--- src/rtl/twenty_bit_down_timer_pkg.sv ---
// rtl/twenty_bit_down_timer_pkg.sv - shared constants and FSM state type for the down timer
package twenty_bit_down_timer_pkg;

  localparam int DEFAULT_WIDTH = 20;

  typedef enum logic [1:0] {
    IDLE = 2'd0,
    RUN  = 2'd1,
    HOLD = 2'd2
  } state_t;

endpackage

--- src/rtl/twenty_bit_down_timer_if.sv ---
// rtl/twenty_bit_down_timer_if.sv - control/status bundle between game FSM and down timer
interface twenty_bit_down_timer_if
  import twenty_bit_down_timer_pkg::*;
#(
  parameter int WIDTH = DEFAULT_WIDTH
);

  logic             start;
  logic             stop;
  logic             pause;
  logic             reload_en;
  logic [WIDTH-1:0] load_value;
  logic [WIDTH-1:0] count;
  logic             busy;
  logic             done;

  modport master (
    output start, stop, pause, reload_en, load_value,
    input  count, busy, done
  );

  modport slave (
    input  start, stop, pause, reload_en, load_value,
    output count, busy, done
  );

endinterface

--- src/rtl/twenty_bit_down_timer_start_edge_detect.sv ---
// rtl/twenty_bit_down_timer_start_edge_detect.sv - rising-edge detector on the start level
module twenty_bit_down_timer_start_edge_detect (
  input  logic clock,
  input  logic reset,
  input  logic start,
  output logic start_edge
);

  logic start_q;

  // Preset high so a start level already asserted across reset is not seen as an edge.
  always_ff @(posedge clock) begin
    if (reset) begin
      start_q <= 1'b1;
    end else begin
      start_q <= start;
    end
  end

  assign start_edge = start & ~start_q;

endmodule

--- src/rtl/twenty_bit_down_timer.sv ---
// rtl/twenty_bit_down_timer.sv - loadable, pausable down timer with terminal-count strobe and auto-reload
module twenty_bit_down_timer
  import twenty_bit_down_timer_pkg::*;
#(
  parameter int WIDTH = DEFAULT_WIDTH
) (
  input  logic                   clock,
  input  logic                   reset,
  twenty_bit_down_timer_if.slave bus
);

  localparam logic [WIDTH-1:0] ONE = WIDTH'(1);

  state_t           state;
  logic [WIDTH-1:0] count_r;
  logic             count_zero;
  logic             start_edge;

  twenty_bit_down_timer_start_edge_detect u_start_edge_detect (
    .clock      (clock),
    .reset      (reset),
    .start      (bus.start),
    .start_edge (start_edge)
  );

  assign count_zero = (count_r == '0);

  // Priority: reset, stop, start edge, terminal count, pause, decrement.
  always_ff @(posedge clock) begin
    if (reset) begin
      state   <= IDLE;
      count_r <= '0;
    end else if (bus.stop) begin
      state <= IDLE;
    end else if (start_edge) begin
      count_r <= bus.load_value;
      state   <= RUN;
    end else begin
      case (state)
        IDLE: ;
        RUN: begin
          if (count_zero) begin
            if (bus.reload_en) begin
              count_r <= bus.load_value;
            end else begin
              state <= IDLE;
            end
          end else if (bus.pause) begin
            state <= HOLD;
          end else begin
            count_r <= count_r - ONE;
          end
        end
        HOLD: begin
          // Resuming costs one cycle with no decrement.
          if (!bus.pause) begin
            state <= RUN;
          end
        end
        default: state <= IDLE;
      endcase
    end
  end

  assign bus.count = count_r;
  assign bus.busy  = (state != IDLE);
  assign bus.done  = (state == RUN) && count_zero && !bus.stop;

endmodule

--- src/flat_wrapper.sv ---
// flat-port wrapper written by rule: the top's interface ports become plain ports
module twenty_bit_down_timer_flat import twenty_bit_down_timer_pkg::*;
#(
  parameter int WIDTH = DEFAULT_WIDTH
)
  (clock, reset, bus_start, bus_stop, bus_pause, bus_reload_en, bus_load_value, bus_count, bus_busy, bus_done);
  twenty_bit_down_timer_if #(.WIDTH(WIDTH)) bus_i ();
  input  logic clock;
  input  logic reset;
  input wire logic [$bits(bus_i.start)-1:0] bus_start;
  input wire logic [$bits(bus_i.stop)-1:0] bus_stop;
  input wire logic [$bits(bus_i.pause)-1:0] bus_pause;
  input wire logic [$bits(bus_i.reload_en)-1:0] bus_reload_en;
  input wire logic [$bits(bus_i.load_value)-1:0] bus_load_value;
  output wire logic [$bits(bus_i.count)-1:0] bus_count;
  output wire logic [$bits(bus_i.busy)-1:0] bus_busy;
  output wire logic [$bits(bus_i.done)-1:0] bus_done;
  assign bus_i.start = bus_start;
  assign bus_i.stop = bus_stop;
  assign bus_i.pause = bus_pause;
  assign bus_i.reload_en = bus_reload_en;
  assign bus_i.load_value = bus_load_value;
  assign bus_count = bus_i.count;
  assign bus_busy = bus_i.busy;
  assign bus_done = bus_i.done;
  twenty_bit_down_timer #(.WIDTH(WIDTH)) u_core (.clock(clock), .reset(reset), .bus(bus_i));
endmodule
--- config.mk ---
export PLATFORM = sky130hd
export DESIGN_NAME = twenty_bit_down_timer_flat
export DESIGN_NICKNAME = d
export VERILOG_FILES = /design/src/rtl/twenty_bit_down_timer_pkg.sv /design/src/rtl/twenty_bit_down_timer_if.sv /design/src/rtl/twenty_bit_down_timer_start_edge_detect.sv /design/src/rtl/twenty_bit_down_timer.sv /design/src/flat_wrapper.sv
export SDC_FILE = /design/constraint.sdc
export NUM_CORES = 1
export LEC_CHECK = 0
export ABC_AREA = 1
export BUFFER_PORTS_ARGS = -buffer_cell sky130_fd_sc_hd__buf_2
export CORE_MARGIN = 2
export CORE_UTILIZATION = 47
export CTS_CLUSTER_SIZE = 28
export DETAILED_ROUTE_END_ITERATION = 8
export PLACE_DENSITY = 0.75
export SLEW_MARGIN = 20
export SYNTH_ARGS = -nofsm -noshare
export SYNTH_HDL_FRONTEND = slang
export SYNTH_SLANG_ARGS = --single-unit
--- constraint.sdc ---
create_clock -name clock -period 1.45 [get_ports clock]
set_input_delay 0.29 -clock clock [delete_from_list [all_inputs] [get_ports clock]]
set_output_delay 0.29 -clock clock [all_outputs]
set_load 0.01 [all_outputs]
==> key figures, run 1 <==
Min path
  – Worst Min Path Start: bus_stop
  – HP Class: input port to flop
  – Hold worst-path end: u_core.state[1]$_SDFFE_PP0P_
  – Hold Path Depth: 4

Logic synthesis
  – Distinct cells, synth: 26
  – Flops & latches, synth: 23
  – Netlist Area Pre-Place: 1700 µm²
  – Net Count, Synth: 311
  – Sequential area share after synthesis: 27.0%
  – Syn avg cell area: 6.02 µm²
  – Warnings, synthesis: 0
  – Synth Instances: 283

Floorplan
  – Die area: 4120 µm²
  – Starting Density: 49.9%
  – Io pins: 48
  – Rows: 21
  – Die width: 64.2 µm
  – Core ar.: 3420 µm²
  – Die Height: 64.2 µm

Setup path
  – Req. time, crit path: 1.16 ns
  – R2R setup slack: -0.33 ns
  – R2R cell count: 12
  – Crit. End Element: output port
  – Critical path class: flop to output port
  – CP arrival: 1.59 ns
  – Reg2reg end: u_core.state[0]$_SDFFE_PP0P_
  – CP Launch Type: flop
  – Worst r2r src: u_core.bus.count[0]$_SDFFE_PP0P_
  – Maximum fanout along the worst path: 2

Timing
  – Tcrit/Tclk final: 130%
  – Clock Skew: 0.0112 ns
  – Fmax: 532 MHz
  – Worst Hold Slack: 0.246 ns
  – Max Slew Vio Count: 0
  – Slew margin rel.: 63.9%
  – RSZ-0062 raised after global routing: yes
  – Final setup vio count: 23
  – Hold Violations, Final: 0
  – Final min period: 1.88 ns
  – Setup Total Neg Slack: -5.38 ns
  – Worst-margin pin slew: 0.540 ns
  – Worst Setup Slack, final: -0.431 ns

Clocking
  – Skew-Pair Late Insertion Delay: 0.33 ns
  – CTS Buf Count: 3
  – CTS sink count: 23
  – CTS tree: yes
  – Clock tree buffer depth: 2
  – Hold buffer count at cts: 0
  – Clock slew at reported path FFs: 0.14 ns
  – Root buffer cell: clkbuf_4
  – Htree depth: 1

Global route
  – Largest net degree at the start of global routing: 13
  – First-pass GRT wire length: 9050 µm
  – Tot GR Track Use: 27.8%
  – Number of global-route vias before repair: 1997
  – Initial antenna violation count: 0
  – Total gr overflow: 0

Pwr
  – Pwr Total: 3.58 mW
  – VDD IR-drop max: 0.712 mV
  – Leakage power: 1.47 nW
  – Pwr dens: 1320 nW/µm²

Route
  – Drt wl/cell: 12.8 µm
  – Remaining DRCs: 0
  – Vias: 2192
  – DRT iter0 DRCs: 129
  – WL final: 5550 µm
  – Antenna viol nets, final: 0
  – First-pass detailed-route iteration total: 4
  – Vias per cell: 5.05

Final layout
  – Filler cell count: 246
  – Fin nets: 417
  – Ant diodes: 0
  – Proportion of layout cells with a drive suffix above 1: 42.8%
  – Layout Area Growth over Synthesis: 59.1%
  – Post-Route Utilization: 79.3%

Placed design
  – DP HPWL: 3650 µm
  – Input/output buffers: 47
  – RePlAce Congestion: 0.937

Status
  – Failing checks: negative setup slack
  – Status: complete, but fails checks

Job
  – Max Cap Viol: 0
## through the flow
stage / cells / setup slack [ns] / area (µm²)
2_1_floorplan: 283 / -0.0178 / 1730
3_3_place_gp: 419 / -0.0716 / 2360
3_5_place_dp: 419 / -0.0888 / 2360
4_1_cts: 432 / -0.390 / 2600
5_1_grt: 434 / -0.527 / 2710
6_report: 434 / -0.431 / 2710
## repair_timing
action,in CTS,in global routing
endpoints found under the setup margin,22,23
pin swaps,8,14
buffers inserted,6,2
gates resized for setup,28,27
gates cloned,3,0
## synthesized netlist by cell type
library cell,n,area share (%)
nor3b_2,1,0.73
nand2_2,4,1.5
dfxtp_1,23,27
nor3_1,2,0.59
o21a_1,1,0.44
o21ai_1,2,0.59
nand4_1,5,1.8
a211oi_1,1,0.44
nor2_4,3,2.0
xor2_1,5,2.6
o21bai_1,1,0.44
clkbuf_1,1,0.22
ha_1,2,1.5
nor2_1,49,11
nand2_1,84,19
inv_1,27,6.0
nor2_2,5,1.8
o211ai_1,1,0.44
nand3_1,22,6.5
buf_2,4,1.2
xnor2_1,5,2.6
o21ai_0,17,5.0
buf_6,4,2.6
a21oi_1,12,3.5
nand3_4,1,1.0
buf_1,1,0.22
## per-layer routing
| metal | global-route usage (%) | part of all wire, % | up-vias |
|---|---|---|---|
| li1 | - | - | 1107 |
| met1 | 35.0 | 44 | 1005 |
| met2 | 48.4 | 50 | 71 |
| met3 | 2.99 | 4.4 | 9 |
| met4 | 10.9 | 1.5 | 0 |
| met5 | 0 | 0 | - |
## cell type report
type	count	area [µm²]	area share, %
multi-input combinational	223	1210	44.7
timing repair buffer	111	841	31.0
sequential	23	472	17.4
inverter	27	101	3.74
tap	46	57.6	2.12
clock buffer	4	26.3	0.970
## where the power goes
group	internal, mW	switching [mW]
Sequential	0.678	0.0343
Combinational	1.23	1.32
Clock	0.108	0.211
Total	2.01	1.56
## how the worst max path moves through the flow
stage | startpoint | endpoint | slack [ns] | cells past startpoint
floorplan | u_core.bus.count[1]$_SDFFE_PP0P_ | u_core.bus.count[2]$_SDFFE_PP0P_ | -0.02 | 10
global placement | u_core.bus.count[1]$_SDFFE_PP0P_ | u_core.bus.count[2]$_SDFFE_PP0P_ | -0.07 | 10
detailed placement | u_core.bus.count[5]$_SDFFE_PP0P_ | u_core.bus.count[16]$_SDFFE_PP0P_ | -0.09 | 9
CTS | u_core.bus.count[1]$_SDFFE_PP0P_ | bus_done | -0.39 | 9
global route | u_core.bus.count[0]$_SDFFE_PP0P_ | bus_done | -0.53 | 9
finish | u_core.bus.count[0]$_SDFFE_PP0P_ | bus_done | -0.43 | 9
## worst max-delay path, stage by stage (launching register included)
cell and delay, ns:
dfxtp_2 0.35, inv_2 0.08, ha_4 0.14, inv_2 0.04, nor2_2 0.12, nand3_2 0.10, nor2_4 0.13, nand3_2 0.08
nor2_1 0.10, buf_2 0.13
## registers in the layout, summed over array words and instances (netlist names)
| register | count |
|---|---|
| u_core.bus.count | 20 |
| u_core.state | 2 |
| u_core.u_start_edge_detect.start_q | 1 |
## cells in the final DEF (no fill, tap or decap), drive strengths merged
cell and count:
nor2 57, nand4 5, nor3 2, o21ai 19
ha 2, nand2 88, nand3 23, xnor2 5
o211ai 1, nor3b 1, clkbuf 4, o21bai 1
o21a 1, dfxtp 23, bufbuf 1, a211oi 1
xor2 5, buf 110, inv 27, a21oi 12
## logic make-up (layout without fill, tap and decap cells)
| kind of cell | count (synthesis) | after routing | share of synthesized area [%] |
|---|---|---|---|
| and+or+nand+nor | 176 | 176 | 45.3 |
| buffers and inverters | 37 | 142 | 10.2 |
| AOI/OAI and AO/OA | 35 | 35 | 10.9 |
| DFF | 23 | 23 | 27.0 |
| xor gates and xnor gates | 10 | 10 | 5.14 |
| adders and majority gates | 2 | 2 | 1.47 |
Power figures use the tool's default switching activity.
==> run 2: changes to the inputs <==
--- a/config.mk
+++ b/config.mk
@@ -5,7 +5,7 @@
 export SDC_FILE = /design/constraint.sdc
 export NUM_CORES = 1
 export LEC_CHECK = 0
-export ABC_AREA = 1
+export ABC_AREA = 0
 export BUFFER_PORTS_ARGS = -buffer_cell sky130_fd_sc_hd__buf_2
 export CORE_MARGIN = 2
 export CORE_UTILIZATION = 47
==> run 2 against run 1 <==
Effect of this change: the flow still finishes with violations (negative setup slack); clock skew fell by 0.0083 ns; sequential share of layout area fell by 0.93 points; combinational power rose by 16%; routed wire length rose by 37%; worst setup slack got worse by 0.40 ns; cell area rose by 5.4%; die area fell by 2.2%.
==> key figures, run 2 <==
Setup path
  – Slowest CP cell: nor4_4
  – Buf+Inv Stages, Crit Path: 2 (-1)
  – CP arrival: 1.99 ns (+0.40 ns)
  – Worst path most repeated cell: nor4_4
  – Critical path class: flop to output port
  – Max incr delay on CP: 0.41 ns (+0.06 ns)
  – CP top delay family: simple AND/OR/NAND/NOR gates
  – Req. time, crit path: 1.16 ns (about the same)
  – CP Cell Sequence: nor4_4 > nand4_1 > buf_6 > nor4_4 > buf_2
  – Crit. End Element: output port
  – Maximum fanout along the worst path: 3 (+1)
  – CP Launch Type: flop

Timing
  – Worst-margin pin slew: 0.562 ns (+0.0217 ns)
  – RSZ-0062 raised after global routing: yes
  – Tcrit/Tclk final: 157% (+28 points)
  – Slew margin rel.: 62.2% (-1.7 points)
  – Hold Violations, Final: 0 (unchanged)
  – Clock Skew: 0.00285 ns (-0.00832 ns)
  – Worst Hold Slack: 0.205 ns (-0.0411 ns)
  – Worst Setup Slack, final: -0.832 ns (-0.401 ns)
  – Fmax: 438 MHz (-18%)
  – Final min period: 2.28 ns (+0.401 ns)
  – Final setup vio count: 23 (unchanged)
  – Max Slew Vio Count: 0 (unchanged)

Global route
  – Most Crowded Layer GR: met2
  – First-pass GRT wire length: 11000 µm (+21%)
  – Total gr overflow: 0 (unchanged)
  – M3 GR Usage: 5.36% (+2.4 points)
  – Number of global-route vias before repair: 2303 (+15%)
  – Largest net degree at the start of global routing: 15 (+2)
  – Met1 Track Usage GR: 42.0% (+7.0 points)
  – Initial antenna violation count: 0 (unchanged)
  – Tot GR Track Use: 34.5% (+6.7 points)
  – M2 GR Usage: 58.9% (+11 points)

Final layout
  – Filler cell count: 197 (-20%)
  – Commonest non-fill, non-tap cell in the layout: buf_4
  – Proportion of layout cells with a drive suffix above 1: 54.9% (+12 points)
  – Most frequent cells in the layout: buf_4 (73), buf_2 (47), nor2_1 (24)
  – Largest register FFs: 20 (unchanged)
  – Layout Area Growth over Synthesis: 71.6%
  – Ant diodes: 0 (unchanged)
  – Fin nets: 377 (-9.6%)
  – Area of the multi-input gates: 1330 µm² (+9.7%)
  – Register area: 470 µm² (-0.27%)

Route
  – Antenna viol nets, final: 0 (unchanged)
  – Vias: 2471 (+13%)
  – Remaining DRCs: 0 (unchanged)
  – Vias per cell: 6.27 (+24%)
  – WL final: 7620 µm (+37%)
  – First-pass detailed-route iteration total: 5 (+1)
  – DRT iter0 DRCs: 482 (+270%)
  – Drt wl/cell: 19.3 µm (+51%)

Logic synthesis
  – Synth cell count leaders: nor2_1 (26), a21oi_1 (24), dfxtp_1 (23), o21ai_0 (17)
  – Yosys top cell area share: 27.7% (+0.65 points)
  – Share of flip-flops with an asynchronous set or reset: 0% (unchanged)
  – XOR/XNOR share of the synthesized area: 0% (-5.1 points)
  – Adder-cell share of the synthesized area: 1.50% (+0.035 points)
  – Simple-gate area share of the yosys netlist: 31.5% (-14 points)
  – Compound-Gate Fraction of Synth Area: 33.3% (+22 points)
  – Syn avg cell area: 7.42 µm² (+23%)
  – Synth Instances: 224 (-21%)
  – Warnings, synthesis: 0 (unchanged)
  – Main combinational cell family by area after synthesis: compound AO/OA/AOI/OAI gates
  – Multiplexer share of the synthesized area: 0.677% (+0.68 points)
  – Post-synth top flop: dfxtp_1
  – Top cells by area, synth: dfxtp_1 (28%), a21oi_1 (7.2%), nor2_1 (5.9%), o21ai_0 (5.1%), o21ai_1 (3.9%)
  – Sequential area share after synthesis: 27.7% (+0.65 points)
  – Netlist Area Pre-Place: 1660 µm² (-2.4%)
  – Flops & latches, synth: 23 (unchanged)
  – Post-synth EDFFs: 0 (unchanged)
  – Distinct cells, synth: 47 (+81%)
  – Net Count, Synth: 252 (-19%)
  – Count leader, synth: nor2_1
  – Area leader, netlist: dfxtp_1

Pwr
  – Switching portion of total power: 44.2% (+0.48 points)
  – Clock power share: 8.6% (-0.3 points)
  – Pwr dens: 1400 nW/µm² (+6.2%)
  – Cell internal pwr: 2.23 mW (+11%)
  – VDD IR-drop max: 0.964 mV (+35%)
  – Share of total power in combinational logic: 73.8% (+2.6 points)
  – Leakage power: 1.28 nW (-13%)
  – Net Sw Power: 1.77 mW (+13%)
  – Power share of the sequential group: 17.6% (-2.3 points)
  – Pwr Total: 4.00 mW (+12%)

Min path
  – HP Class: input port to flop

Clocking
  – Clock slew at reported path FFs: 0.14 ns (about the same)
  – CTS sink count: 23 (unchanged)
  – CTS Buf Count: 3 (unchanged)
  – Clock tree buffer depth: 2 (unchanged)
  – Skew-Pair Late Insertion Delay: 0.34 ns (about the same)
  – CTS tree: yes
  – Root buffer cell: clkbuf_4
  – Htree depth: 1 (unchanged)

Floorplan
  – Rows: 21 (unchanged)
  – Die Height: 63.5 µm (-1.1%)
  – Core ar.: 3360 µm² (-1.5%)
  – Io pins: 48 (unchanged)
  – Die width: 63.5 µm (-1.1%)
  – Die area: 4030 µm² (-2.2%)
  – Starting Density: 49.4% (-0.41 points)

Status
  – Failing checks: negative setup slack
  – Status: complete, but fails checks

Placed design
  – RePlAce Congestion: 0.981 (+4.7%)
  – Place WS: -0.679 ns (-0.590 ns)
  – Input/output buffers: 47 (unchanged)
  – DP HPWL: 4580 µm (+25%)

Job
  – Max Cap Viol: 0 (unchanged)
==> run 2: cell types whose count changed in the layout (fill, tap and decap cells not counted), sizes merged, moves of 14 or more <==
| cell | change |
|---|---|
| a21oi | +14 |
| nand2 | -75 |
| inv | -23 |
| nand3 | -20 |
| buf | +23 |
| nor2 | -31 |
==> run 2: logic make-up after synthesis <==
family / Yosys count
buf+inv: 17
fa+ha+maj: 2
simple gates: 96
mux: 1
flops: 23
compound gates: 85
==> run 2: tightest hold or removal path, delay by kind of cell <==
| kind | cells | cell delay [ns] |
|---|---|---|
| AOI/OAI and AO/OA | 2 | 0.14 |
| buffers and inverters | 1 | 0.08 |
==> run 2: cell type report <==
| cell class | count | area share (%) |
|---|---|---|
| clock buffers | 4 | 0.921 |
| inverters | 4 | 0.701 |
| multi-input cells | 184 | 46.6 |
| flip-flops and latches | 23 | 16.5 |
| well taps | 46 | 2.02 |
| repair buffers | 133 | 33.3 |
==> run 2: final timing paths <==
path | startpoint | end | cells past startpoint | slack (ns)
max reg2reg | u_core.bus.count[0]$_SDFFE_PP0P_ | u_core.bus.count[18]$_SDFFE_PP0P_ | 10 | -0.77
min reg2reg | u_core.state[1]$_SDFFE_PP0P_ | u_core.state[1]$_SDFFE_PP0P_ | 2 | 0.52
min | bus_load_value[14] | u_core.bus.count[14]$_SDFFE_PP0P_ | 3 | 0.20
max | u_core.bus.count[2]$_SDFFE_PP0P_ | bus_done | 5 | -0.83
==> run 2: stage by stage <==
step                area (µm²)  setup TNS [ns]  utilization, %  cells
detailed placement        2550          -12.55            75.8    384
floorplan                 1720          -14.31               -    224
CTS                       2710          -13.96            80.7    390
finish                    2850          -15.73            84.9    394
global route              2850          -18.86            84.9    394
global placement          2550          -11.87            75.8    384
==> run 2: timing repair <==
action	in CTS	in global routing
pin swaps	25	13
setup endpoints to repair	23	24
setup buffers	3	4
gates resized for setup	30	25
hold buffers	0	0
==> run 2: power groups by stage <==
| stage | logic, mW | registers (mW) | clock network (mW) |
|---|---|---|---|
| after detailed placement | 2.18 | 0.708 | 0 |
| after global routing | 3.11 | 0.709 | 0.367 |
| final | 2.95 | 0.705 | 0.344 |
| after floorplan | 1.17 | 0.739 | 0 |
| after global placement | 2.16 | 0.707 | 0 |
| after CTS | 2.50 | 0.696 | 0.333 |
==> run 2: routing by layer <==
layer | share of wire, % | wire (µm)
met1 | 37 | 2810
met2 | 48 | 3670
met3 | 9.9 | 753
met4 | 5.0 | 384
met5 | 0 | 0
